File: src/rtl/if_stage.sv
// RV32I instruction-fetch stage: PC, imem handshake, skid buffer, IF/ID.
// Define IF_JAL_PREDICT_EN to follow JAL targets at fetch time.
module if_stage #(
  parameter logic [31:0] RESET_PC = 32'h0000_0000,
  parameter logic [31:0] NOP_INST = 32'h0000_0013
) (
  input  logic        clk,
  input  logic        rst,
  input  logic        stall,
  input  logic        redirect_valid,
  input  logic [31:0] redirect_pc,
  output logic        imem_req,
  output logic [31:0] imem_addr,
  input  logic        imem_ready,
  input  logic [31:0] imem_rdata,
  output logic [31:0] if_id_inst,
  output logic [31:0] if_id_pc,
  output logic        if_id_valid
);

  typedef enum logic [1:0] {
    BOOT,
    FETCH,
    HOLD,
    KILL
  } state_t;

  state_t      state;
  state_t      state_nx;
  logic [31:0] pc;
  logic [31:0] pc_nx;
  logic        req_nx;
  logic [31:0] addr_nx;
  logic [31:0] inst_nx;
  logic [31:0] ipc_nx;
  logic        valid_nx;
  logic [31:0] buf_inst;
  logic [31:0] buf_pc;
  logic        buf_valid;
  logic [31:0] buf_inst_nx;
  logic [31:0] buf_pc_nx;
  logic        buf_valid_nx;
  logic        xfer;
  logic [31:0] tgt;
  logic [31:0] seq_pc;

  assign xfer = imem_req && imem_ready;
  assign tgt  = {redirect_pc[31:2], 2'b00};

`ifdef IF_JAL_PREDICT_EN
  logic [31:0] jimm;
  logic        is_jal;

  assign jimm = {{12{imem_rdata[31]}},
                 imem_rdata[19:12],
                 imem_rdata[20],
                 imem_rdata[30:21],
                 1'b0};
  assign is_jal = imem_rdata[6:0] == 7'b1101111;
  // Halfword targets are masked so imem_addr stays word-aligned.
  assign seq_pc = is_jal ? ((pc + jimm) & ~32'd3)
                         : pc + 32'd4;
`else
  assign seq_pc = pc + 32'd4;
`endif

  always_ff @(posedge clk) begin
    if (!rst) begin
      state       <= BOOT;
      pc          <= RESET_PC;
      imem_req    <= 1'b0;
      imem_addr   <= RESET_PC;
      if_id_inst  <= NOP_INST;
      if_id_pc    <= '0;
      if_id_valid <= 1'b0;
      buf_inst    <= NOP_INST;
      buf_pc      <= '0;
      buf_valid   <= 1'b0;
    end else begin
      state       <= state_nx;
      pc          <= pc_nx;
      imem_req    <= req_nx;
      imem_addr   <= addr_nx;
      if_id_inst  <= inst_nx;
      if_id_pc    <= ipc_nx;
      if_id_valid <= valid_nx;
      buf_inst    <= buf_inst_nx;
      buf_pc      <= buf_pc_nx;
      buf_valid   <= buf_valid_nx;
    end
  end

  always_comb begin
    state_nx     = state;
    pc_nx        = pc;
    req_nx       = imem_req;
    addr_nx      = imem_addr;
    inst_nx      = if_id_inst;
    ipc_nx       = if_id_pc;
    valid_nx     = if_id_valid;
    buf_inst_nx  = buf_inst;
    buf_pc_nx    = buf_pc;
    buf_valid_nx = buf_valid;
    if (redirect_valid) begin
      inst_nx      = NOP_INST;
      valid_nx     = 1'b0;
      buf_valid_nx = 1'b0;
      pc_nx        = tgt;
      // An outstanding request cannot be withdrawn; pc holds the target.
      if (imem_req && !xfer) begin
        state_nx = KILL;
      end else begin
        state_nx = FETCH;
        req_nx   = 1'b1;
        addr_nx  = tgt;
      end
    end else begin
      unique case (state)
        BOOT: begin
          state_nx = FETCH;
          req_nx   = 1'b1;
          addr_nx  = pc;
        end
        FETCH: begin
          if (xfer && stall) begin
            buf_inst_nx  = imem_rdata;
            buf_pc_nx    = pc;
            buf_valid_nx = 1'b1;
            pc_nx        = seq_pc;
            req_nx       = 1'b0;
            state_nx     = HOLD;
          end else if (xfer) begin
            inst_nx  = imem_rdata;
            ipc_nx   = pc;
            valid_nx = 1'b1;
            pc_nx    = seq_pc;
            addr_nx  = seq_pc;
          end else if (!stall) begin
            inst_nx  = NOP_INST;
            valid_nx = 1'b0;
          end
        end
        HOLD: begin
          if (!stall) begin
            inst_nx      = buf_inst;
            ipc_nx       = buf_pc;
            valid_nx     = buf_valid;
            buf_valid_nx = 1'b0;
            req_nx       = 1'b1;
            addr_nx      = pc;
            state_nx     = FETCH;
          end
        end
        KILL: begin
          if (xfer) begin
            addr_nx  = pc;
            state_nx = FETCH;
          end else if (!stall) begin
            inst_nx  = NOP_INST;
            valid_nx = 1'b0;
          end
        end
        default: state_nx = BOOT;
      endcase
    end
  end

endmodule
File: config.mk
export PLATFORM = sky130hd
export DESIGN_NAME = if_stage
export DESIGN_NICKNAME = d
export VERILOG_FILES = /design/src/rtl/if_stage.sv
export SDC_FILE = /design/constraint.sdc
export NUM_CORES = 1
export LEC_CHECK = 0
export ABC_CLOCK_PERIOD_IN_PS = 3200
export BUFFER_PORTS_ARGS = -buffer_cell sky130_fd_sc_hd__buf_2
export CAP_MARGIN = 40
export CORE_MARGIN = 1.5
export CORE_UTILIZATION = 49
export CTS_CLUSTER_DIAMETER = 30
export DETAILED_ROUTE_END_ITERATION = 10
export PLACE_DENSITY_LB_ADDON = 0.3
export SYNTH_ARGS = -nofsm -noshare
export SYNTH_HDL_FRONTEND = slang
export SYNTH_SLANG_ARGS = --single-unit
export TNS_END_PERCENT = 30
File: constraint.sdc
create_clock -name clk -period 3.2 [get_ports clk]
set_input_delay 0.48 -clock clk [delete_from_list [all_inputs] [get_ports clk]]
set_output_delay 0.48 -clock clk [all_outputs]
set_load 0.03 [all_outputs]
### Word level (Yosys, flattened, before mapping)

Index checks and enable logic that the tools add are counted.

| word-level totals | value |
|---|---|
| logic and storage cells | 88 |
| register bits after elaboration | 197 |

| operators by class | value |
|---|---|
| $add $sub $neg | 1 |
| mux-type cells | 39 |
| equality and inequality tests | 14 |
| reductions and logical operators | 21 |
| bitwise gates (word level) | 2 |

Operator list:

| kind | count |
|---|---|
| 2-to-1 mux 32 bit | 16 |
| case mux 32 bit (4 select lines) | 1 |
| case mux 32 bit (3 select lines) | 1 |
| case mux 32 bit (2 select lines) | 1 |
| adder 32 x 3 -> 32 bit (second input constant) | 1 |
| inequality test 3 bit (second input constant) | 5 |
| inequality test 2 bit (second input constant) | 6 |
| 2-to-1 mux 1 bit | 11 |
| 2-to-1 mux 2 bit | 5 |
| AND reduction 5 bit | 2 |
| AND reduction 3 bit | 3 |
| case mux 2 bit (4 select lines) | 1 |
| AND reduction 4 bit | 2 |
| case mux 1 bit (3 select lines) | 2 |
| nonzero test 2 bit | 3 |
| nonzero test 3 bit | 2 |
| equality test 2 bit (second input constant) | 2 |
| AND reduction 2 bit | 2 |
| nonzero test 4 bit | 1 |
| logical AND 1 bit | 3 |
| equality test 2 x 1 -> 1 bit (second input constant) | 1 |
| zero test 2 bit | 1 |
| inverter 1 bit | 2 |
| case mux 1 bit (2 select lines) | 1 |
| 2 further kinds | 2 |

### Longest topological paths before layout

Gate-level depths: netlist (run 1).

| logic depth | value |
|---|---|
| depth in word-level cells | 5 |
| gate-level depth with buffers | 11 |
| mapped depth without buffers | 7 |

### Worst setup path after synthesis (run 1)

OpenSTA, ideal clock, no wires.

| timing path | value |
|---|---|
| path type | flip-flop to flip-flop |
| start point | reg state[1] |
| end point | reg imem_addr[17] |
| arrival | 1.779 ns |
| slack | 1.304 ns |
| setup time | 0.117 ns |
| clock period less this slack | 1.896 ns |
| buffers on the path | 4 |
| cell stages (with the launch flop) | 11 |
| cells stage by stage | dfxtp_1 inv_1 ha_1 buf_2 nor2b_1 buf_2 a21oi_2 o21bai_1 buf_4 buf_2 a32o_1 |

| between the ends | value |
|---|---|
| cells in the longest elaborated chain, start to end | 3 |
| elaborated cells between the ends (all ways) | 11 |
| classes of those cells | eq/ne (7); mux (2); reduce/logical (2) |

RTL lines:

| element | line | RTL |
|---|---|---|
| start, declared | 28 | `state_t state;` |
| start signal, assigned | 80 | `state <= state_nx;` |
| equality test 2 x 1 -> 1 bit (tied with other cells) | 118 | `unique case (state)` |
| inequality test 3 bit (no source line) or case mux 32 bit (4 select lines) (tied branches) | - |  |
| AND reduction 5 bit (no source line) or 2-to-1 mux 32 bit (tied branches) | - |  |
| end signal, assigned | 83 | `imem_addr <= addr_nx;` |
| end, declared | 13 | `output logic [31:0] imem_addr,` |

Parallel ways exist; a longest one is shown, timed or not.
A chain may end at the register's enable or synchronous reset.

### Final worst setup path (run 1)

| timing path | value |
|---|---|
| start point | reg state[1] |
| end point | reg imem_addr[15] |

Same word-level chain as after synthesis.

==> results list, run 1 <==
- Post-Syn Instances: 1068
* Fraction of power consumed by sequential logic: roughly 46%
- In the routed layout, each cell is associated on average with a via count of between 5 and 6.
* Summed instance area of the synthesized netlist: 9080 um^2
* Power dissipated by switching net loads: 1.73 mW
- For this configuration, the core starts out at a cell density of around half.
- The total count of max-transition violations in the final report is 0.
* Number of antenna diodes: 0
* Highest layer used for signal routing: met4
* Number of stages on the worst hold path: 3
* Fill count: 1633
- For the finished layout, the period the worst path requires is between 2 and 2.5 ns.
- The via count of the first global-routing pass came to 7325.
* Skew final: 0.0122 ns
* Max-cap violations: 0
- DR iter-0 viols: 485
- The number of placed instances, taps included, is between 1000 and 1500.
* Commonest cells after routing, fill and taps aside: sky130_fd_sc_hd__nand2_1 (199), sky130_fd_sc_hd__dfxtp_1 (189), sky130_fd_sc_hd__buf_2 (159)
- The worst register-to-register path begins at state[1].
* Synth Area per Inst: 8.51 um^2
- Sum of negative setup slack: 0 ns
* Hold endpoint: buf_inst[1]
- The worst pin sits at a relative slew slack of 44.4%.
- The number of antenna violations at the first check in global routing came to 0.
* #FFs+latches synth: 189
- By startpoint and endpoint, the worst setup path is classified as flip-flop to flip-flop.
* Post-detailed-route DRC marker count: 13
- 167 I/O pins were placed.
- Routed wire length: 22800 um
- Number of flops mapped to enable cells by yosys: 0
* Flip-flop cell with the highest count after synthesis: sky130_fd_sc_hd__dfxtp_1
* Worst-path fanout max: 19
- Pre-antenna DRT Iters: 8
* Most frequent standard cell in the layout excluding fill and tap cells: sky130_fd_sc_hd__nand2_1
- The final reports fail on DRC.
- The worst path uses 75.6% of the clock period.
- Maximum number of pins on one net before global-route repair: 66
- Maximum clock frequency: 413 MHz
- Worst R2R End: imem_addr[15]
- Aggregate global routing overflow: 0
- FFs w/ async S/R, synth: 0%
- CTS tree: yes
- Across all layers, the routed design uses 7938 vias.
* Number of warnings printed during yosys synthesis: 0
* Wire length on met2: 11000 um
- Net switching fraction of the power: 30.7%
- From left edge to right edge, the die measures 139 um.
- The worst setup path is launched from a flip-flop.
- The clock network burns between 30% and 40% of the power.
* Count of standard-cell rows: 49
* Fraction of final layout cells sized beyond drive strength 1: between 20% and 30%
- Of the synthesized area, sequential elements account for 41.7%.
- The congestion estimate from routability-driven global placement came to ~0.9.
- The first global-routing pass estimated 37200 um of wire.
- In this run the most critical hold path is launched from imem_rdata[1].
- Number of buffers inserted by hold repair at cts: 0
* Type of the tightest min-delay check: primary input to flip-flop
- The core region is 18100 um^2.
- The worst-case IR drop observed on VDD is between 0.4 and 0.5 mV.
- Number of nets in the layout: 1241
- The total count of hold-check failures in the final report is 0.
* Number of buffers inserted by post-CTS setup repair: 0
- CTS saw 189 sinks.
- Floorplan die height: between 100 and 150 um
* Port Buffer Count: 160
* Non-filler instance count after layout: approximately 1400
* Least-Margin Pin Slew: slightly above 0.8 ns
* Data required time of the worst path: 3.54 ns
* Reg-to-reg slack, setup: 0.78 ns
- Summed over all nets, the half-perimeter wirelength after detailed placement is between 15000 and 20000 um.
- Standby leakage power: 4.39 nW
- Post-placement setup slack: approximately 0.82 ns
- Global routing used around a quarter of the available tracks.
* Layout overhead on the synthesized area: 16.3%
- Routed length on met1: 10100 um
* Level count of the clock H-tree: 4
* Worst endpoint data arrival time: 2.76 ns
- The worst setup path is captured at a flip-flop.
* Portion of total power attributed to combinational logic: 16.0%
* Routed length per instance: approximately 16 um
* Number of buffers between clock root and the deepest sink: 2
- Yosys mapped the design onto 70 distinct sky130hd cell types.
* Status: finished with violations
* Number of cells upsized or downsized after cts: 0
- TritonCTS created 17 clock buffers.
- At the later pin of the worst-skew pair, clock insertion delay measures 0.44 ns.
- Internal cell power: 3.91 mW
- The detail route stage leaves a number of antenna-violating nets equal to 0.
* Final worst-path setup slack: 0.780 ns
- Unrepaired setup endpoints after global routing: false
* Pwr per Cell Area: 534 nW/um^2
- Clock slew at reported path FFs: approximately 0.070 ns
- Die area: ~19000 um^2
* Count of endpoints failing setup in the final report: 0
- Clock tree synthesis selected as its root buffer the cell sky130_fd_sc_hd__clkbuf_16.
* R2R depth: 9
- Wire segments on met3 add up to between 1000 and 1500 um in the final route.
## power by group through the flow
| stage | clock network (mW) | registers [mW] | logic (mW) |
|---|---|---|---|
| after floorplan | 0 | 2.76 | 0.507 |
| after global placement | 0 | 2.65 | 0.894 |
| final | 2.14 | 2.60 | 0.902 |
| after detailed placement | 0 | 2.65 | 0.903 |
| after global routing | 2.28 | 2.61 | 0.980 |
| after CTS | 2.18 | 2.59 | 0.906 |
## cell type report
| type | count | area, um^2 | area share [%] |
|---|---|---|---|
| clock buffers | 18 | 429 | 4.06 |
| repair buffers | 182 | 1020 | 9.64 |
| inverters | 13 | 48.8 | 0.462 |
| well taps | 229 | 287 | 2.71 |
| flip-flops and latches | 189 | 3780 | 35.8 |
| multi-input cells | 764 | 4830 | 45.7 |
| clock inverters | 14 | 171 | 1.62 |
## cell usage after synthesis (3+ instances only)
master / count / area (um^2)
sky130_fd_sc_hd__nand2_1: 199 / 747
sky130_fd_sc_hd__buf_4: 10 / 75.1
sky130_fd_sc_hd__and4_1: 4 / 35.0
sky130_fd_sc_hd__a32o_1: 5 / 50.1
sky130_fd_sc_hd__buf_1: 3 / 11.3
sky130_fd_sc_hd__and2_1: 4 / 25.0
sky130_fd_sc_hd__nand4_1: 21 / 131
sky130_fd_sc_hd__ha_1: 5 / 62.6
sky130_fd_sc_hd__xnor2_1: 15 / 131
sky130_fd_sc_hd__nor3_1: 16 / 80.1
sky130_fd_sc_hd__o211a_1: 33 / 330
sky130_fd_sc_hd__xor2_1: 23 / 201
sky130_fd_sc_hd__mux2i_1: 26 / 260
sky130_fd_sc_hd__a211oi_1: 4 / 30.0
sky130_fd_sc_hd__clkbuf_2: 3 / 15.0
sky130_fd_sc_hd__nor2b_1: 6 / 37.5
sky130_fd_sc_hd__a21oi_1: 39 / 195
sky130_fd_sc_hd__clkbuf_1: 55 / 206
sky130_fd_sc_hd__nor2_1: 63 / 236
sky130_fd_sc_hd__nand3_1: 33 / 165
sky130_fd_sc_hd__dfxtp_1: 189 / 3780
sky130_fd_sc_hd__o31ai_1: 7 / 52.6
sky130_fd_sc_hd__a22oi_1: 29 / 218
sky130_fd_sc_hd__and3_1: 5 / 31.3
sky130_fd_sc_hd__o32ai_1: 3 / 26.3
sky130_fd_sc_hd__nand2b_1: 12 / 75.1
sky130_fd_sc_hd__mux2_2: 3 / 33.8
sky130_fd_sc_hd__a22o_1: 29 / 254
sky130_fd_sc_hd__a21boi_0: 64 / 480
sky130_fd_sc_hd__inv_1: 12 / 45.0
sky130_fd_sc_hd__buf_2: 34 / 170
sky130_fd_sc_hd__a31o_2: 3 / 26.3
sky130_fd_sc_hd__nor3_2: 4 / 40.0
sky130_fd_sc_hd__a31oi_1: 7 / 43.8
sky130_fd_sc_hd__o21ai_0: 38 / 190
sky130_fd_sc_hd__nand3_2: 4 / 40.0
sky130_fd_sc_hd__o211ai_1: 12 / 90.1
sky130_fd_sc_hd__nor3b_1: 4 / 30.0
sky130_fd_sc_hd__a21o_1: 3 / 22.5
sky130_fd_sc_hd__nor4_4: 3 / 63.8
## kinds of logic after synthesis
kind of cell	Yosys count	synth area share, %
buf+inv	118	5.80
other cells	1	0.0413
flops	189	41.7
fa+ha+maj	5	0.689
compound gates	296	24.2
xor+xnor	38	3.66
mux	29	3.24
simple gates	392	20.7
## flip-flops by register name, indices dropped and copies added (netlist names)
signal,cells
if_id_pc,30
buf_pc,30
buf_inst,32
state,2
pc,30
if_id_inst,32
imem_addr,30
if_id_valid,1
imem_req,1
buf_valid,1
## critical path: stages, from the launching register on
cell and delay [ns]:
sky130_fd_sc_hd__dfxtp_1 0.42, sky130_fd_sc_hd__inv_1 0.09, sky130_fd_sc_hd__ha_1 0.30, sky130_fd_sc_hd__buf_4 0.23
sky130_fd_sc_hd__nor2b_1 0.16, sky130_fd_sc_hd__a21oi_2 0.22, sky130_fd_sc_hd__o21bai_4 0.16, sky130_fd_sc_hd__buf_4 0.24
sky130_fd_sc_hd__buf_4 0.17, sky130_fd_sc_hd__o41ai_1 0.33
## worst max path at each step
stage	start	end	depth (start not counted)
floorplan	state[1]	imem_addr[17]	10
global placement	state[1]	imem_addr[15]	9
detailed placement	state[1]	imem_addr[16]	9
CTS	state[1]	imem_addr[15]	9
global route	state[1]	imem_addr[15]	10
finish	state[1]	imem_addr[15]	9
## metal layers
metal	track usage [%]	up-vias
met3	4.56	33
met4	7.84	0
met2	39.6	215
li1	-	3962
met5	0	-
met1	30.8	3728
## through the flow
| stage | total power [mW] | hold WS, ns | util (%) | area [um^2] |
|---|---|---|---|---|
| after detailed placement | 3.55 | 0.452 | 55.1 | 9970 |
| after global routing | 5.88 | 0.282 | 58.4 | 10600 |
| after global placement | 3.54 | 0.445 | 55.1 | 9970 |
| after floorplan | 3.27 | 0.443 | - | 9090 |
| after CTS | 5.69 | 0.279 | 58.4 | 10600 |
| final | 5.64 | 0.286 | 58.4 | 10600 |
(Power assumes the default switching activity.)
==> run 2, diff against run 1 <==
ABC_AREA = 1   (was not set)
ABC_CLOCK_PERIOD_IN_PS = 2300   (was 3200)
clock period = 2.3 ns   (was 3.2 ns; I/O delays follow)
==> run 2 against run 1 <==
The run now ends clean. Global-route usage is 3.1 points higher. Worst hold slack worse by 0.14 ns. Count of clock-buffer cells in the layout is 3 higher. Combinational power is 67% higher.
==> results list, run 2 <==
- The final setup slack of the worst path came to 0.253 ns (-0.527 ns).
- The initial standard-cell utilization of the core was 49.7% (-0.48 points).
- The cell depth of the worst flop-to-flop path is 9 (unchanged).
* Category of the worst setup path launch point: flip-flop
- The maximum count of clock buffers along a single path was 2 (unchanged).
* Flip-flop cell with the highest count after synthesis: sky130_fd_sc_hd__dfxtp_1
* Clock buffer count from CTS: 17 (unchanged)
- The data arrival time at the worst-slack endpoint came to 2.41 ns (-0.35 ns).
* Number of warnings printed during yosys synthesis: 0 (unchanged)
- Cell at the slowest stage of the critical path: sky130_fd_sc_hd__dfxtp_1
- The number of H-tree levels is 4 (unchanged).
* CTS sink count: 189 (unchanged)
- The power density over the cells came to 766 nW/um^2 (+43%).
* Pre-antenna DRT Iters: 5 (-3)
* Worst-skew pair later-pin latency: 0.43 ns (about the same)
- Status: finished clean
- The starting DRC count in detailed routing is 847 (+75%).
* List of most frequent post-synthesis cells: sky130_fd_sc_hd__nand2_1 (334), sky130_fd_sc_hd__o21ai_0 (213), sky130_fd_sc_hd__dfxtp_1 (189)
- The number of antenna violations at the first check in global routing is 0 (unchanged).
- The number of antenna cells inserted came to 0 (unchanged).
- Setup repair after global routing left no endpoint under its margin.
* Maximum number of pins on one net before global-route repair: 152 (+130%)
* Hold endpoint: buf_inst[31]
* Data required time of the worst path: 2.67 ns (-0.87 ns)
* Cell-by-cell listing of the critical path: inv_1, ha_2, inv_4, nor2_8, inv_2, nor2_4, buf_4, o21ai_0, a21oi_1
- The gate count after technology mapping is 1291 (+21%).
* Placed inst area: 9810 um^2 (-1.6%)
- The overall die area came to 19000 um^2 (-1.9%).
* Count of endpoints failing setup in the final report: 0 (unchanged)
- The total count of hold-check failures in the final report was 0 (unchanged).
- The tightest min-delay check is of the primary input to flip-flop type.
- Layout overhead on the synthesized area: 16.3% (about the same)
- The part of the cycle the worst path needs was 89.0% (+13 points).
- Summed over all instances, the cell type with the most area after synthesis is sky130_fd_sc_hd__dfxtp_1.
- Number of nets in the layout: 1485 (+20%)
- CTS tree: yes
- Slew HR: 57.4% (+13 points)
- The number of setup buffers added after CTS came to 0 (unchanged).
- The worst setup path is captured at a flip-flop.
- Commonest cells after routing, fill and taps aside: sky130_fd_sc_hd__nand2_1 (334), sky130_fd_sc_hd__o21ai_0 (213), sky130_fd_sc_hd__dfxtp_1 (189)
- Core region area: 17900 um^2 (-1.0%)
* Weighted congestion reported at the end of routability-driven placement: 0.934 (+6.0%)
- Largest registers ranked by flip-flop count: buf_inst x32, if_id_inst x32
- Synth Area per Inst: 6.90 um^2 (-19%)
* Floorplan die height: 138 um (-0.97%)
- Half-perimeter wire length of the detailed placement result: 17000 um (+10%)
- Post-synthesis cell type count: 34 (-51%)
* Summed instance area of the synthesized netlist: 8900 um^2 (-2.0%)
- Top cell type's share of synthesized area: 42.5% (+0.84 points)
* Number of flops mapped to enable cells by yosys: 0 (unchanged)
* Vias in the first global route: 8183 (+12%)
- Largest stage delay, worst path: 0.33 ns (-0.09 ns)
- Number of buffers inserted by hold repair at cts: 0 (unchanged)
- The overall global routing resource usage came to 26.8% (+3.1 points).
* Die span in x: 138 um (-0.97%)
- Worst-path fanout max: 33 (+14)
- Worst R2R End: buf_pc[15]
* Launch instance of the worst register-to-register path: state[1]
- The timing-limited maximum frequency is 488 MHz (+18%).
* Clock slew at reported path FFs: 0.07 ns (about the same)
- Routed Antenna Nets: 0 (unchanged)
- Routed wire length: 25000 um (+9.4%)
- The global-route wire length before repair came to 40300 um (+8.4%).
* Least-Margin Pin Slew: 0.639 ns (-0.192 ns)
* Most frequent standard cell in the layout excluding fill and tap cells: sky130_fd_sc_hd__nand2_1
- The total via count in the routed design was 8874 (+12%).
* Average via count per standard cell: 5.37 (-4.7%)
- The total buffers and inverters traversed by the critical path was 4 (unchanged).
* Cell at the root of the clock tree: sky130_fd_sc_hd__clkbuf_16
- The worst-case setup slack after placement was 0.148 ns (-0.670 ns).
- The share of flip-flops with an asynchronous set or reset is 0% (unchanged).
- sky130_fd_sc_hd__nand2_1 is the most common cell in the netlist.
- The clock period minus worst slack is 2.05 ns (-0.373 ns).
- The slack of the worst reg-to-reg path came to 0.25 ns (-0.53 ns).
- The total negative slack came to 0 ns (unchanged).
- The max-cap check violation count came to 0 (unchanged).
* Non-filler instance count after layout: 1652 (+17%)
* Routed length per instance: 15.1 um (-6.7%)
* Boundary pin count: 167 (unchanged)
* Post-detailed-route DRC marker count: 0 (-13)
- VDD IR max: 0.539 mV (+25%)
* Post-synthesis sequential area ratio: 42.5% (+0.84 points)
- Number of stages on the worst hold path: 3 (unchanged)
- The cell family contributing the most delay on the critical path is buffers and inverters.
- Standby leakage power: 4.38 nW (-0.30%)
- The fraction of final layout cells with drive strength greater than 1 came to 17.0% (-4.3 points).
- The post-synthesis register bit count was 189 (unchanged).
- The global-route congestion overflow total was 0 (unchanged).
- The total count of max-transition violations in the final report came to 0 (unchanged).
- After synthesis, the cell types taking the most area are sky130_fd_sc_hd__dfxtp_1 (42%), sky130_fd_sc_hd__nand2_1 (14%), sky130_fd_sc_hd__o21ai_0 (12%).
* Count of standard-cell rows: 49 (unchanged)
- The startpoint identified for the worst hold timing path is imem_rdata[31].
* Final std cell area, no fill: 10400 um^2 (-2.0%)
- Skew final: 0.0104 ns (-0.00179 ns)
* Class of the most critical setup path: flip-flop to flip-flop
* Port Buffer Count: 160 (unchanged)
- Number of cells upsized or downsized after cts: 0 (unchanged)
- The cell total after placement came to 1621 (+18%).
-- run 2: changes by cell type after synthesis, moves of 15 or more --
cell	change
sky130_fd_sc_hd__nand4_1	-21
sky130_fd_sc_hd__a21oi_1	+131
sky130_fd_sc_hd__a21boi_0	-64
sky130_fd_sc_hd__nand2_1	+135
sky130_fd_sc_hd__xnor2_1	-15
sky130_fd_sc_hd__a31oi_1	+30
sky130_fd_sc_hd__a22o_1	-28
sky130_fd_sc_hd__o211a_1	-33
sky130_fd_sc_hd__a22oi_1	-29
sky130_fd_sc_hd__o21ai_0	+175
sky130_fd_sc_hd__mux2i_1	-26
sky130_fd_sc_hd__inv_1	+76
sky130_fd_sc_hd__nor2_1	+23
-- run 2: worst reg2reg max path: stages, from the launching register on --
cell                      delay, ns
sky130_fd_sc_hd__dfxtp_1       0.33
sky130_fd_sc_hd__inv_1         0.10
sky130_fd_sc_hd__ha_2          0.32
sky130_fd_sc_hd__inv_4         0.08
sky130_fd_sc_hd__nor2_8        0.22
sky130_fd_sc_hd__inv_2         0.10
sky130_fd_sc_hd__nor2_4        0.19
sky130_fd_sc_hd__buf_4         0.33
sky130_fd_sc_hd__o21ai_0       0.17
sky130_fd_sc_hd__a21oi_1       0.15
-- run 2: area by class of cell --
| class | instances | area [um^2] |
|---|---|---|
| inverter | 94 | 358 |
| fill | 1700 | 7550 |
| sequential | 189 | 3780 |
| clock buffer | 21 | 460 |
| clock inverter | 10 | 81.3 |
| timing repair buffer | 187 | 1060 |
| multi-input combinational | 922 | 4330 |
| tap | 229 | 287 |
-- run 2: worst max-delay path by stage --
stage / startpoint / end / slack [ns] / cells after the start
floorplan: state[1] / imem_addr[28] / 0.67 / 12
global placement: state[1] / imem_addr[21] / 0.21 / 10
detailed placement: state[1] / imem_addr[19] / 0.15 / 10
CTS: state[1] / imem_addr[31] / 0.14 / 10
global route: state[1] / buf_pc[19] / 0.08 / 9
finish: state[1] / buf_pc[15] / 0.25 / 9
-- run 2: power by group --
part	switching (mW)	leakage [nW]	internal [mW]	total, mW
combinational	1.06	2.57	0.444	1.51
sequential	0.170	1.54	3.49	3.66
clock	1.31	0.266	1.45	2.76
total	2.54	4.38	5.39	7.93
-- run 2: per-layer routing --
layer  vias up  part of all wire [%]  GRT usage, %
met5         -                     0             0
met4         0                   2.3          10.3
met3        43                   6.9          5.22
met2       331                    46          42.6
met1      4018                    45          36.0
li1       4482                     -             -
-- run 2: kinds of logic after synthesis --
logic type | share of synthesized area, %
AOI/OAI and AO/OA | 25.3
xor gates and xnor gates | 1.17
adders and majority gates | 0.703
buffers and inverters | 9.16
DFF | 42.5
other | 0.0421
and+or+nand+nor | 21.2
-- run 2: stage by stage --
step	util [%]	total power [mW]	hold slack, ns
after floorplan	-	4.76	0.446
after global placement	54.8	5.21	0.450
after detailed placement	54.8	5.22	0.453
after CTS	57.8	7.95	0.144
after global routing	57.8	8.28	0.156
final	57.8	7.93	0.145
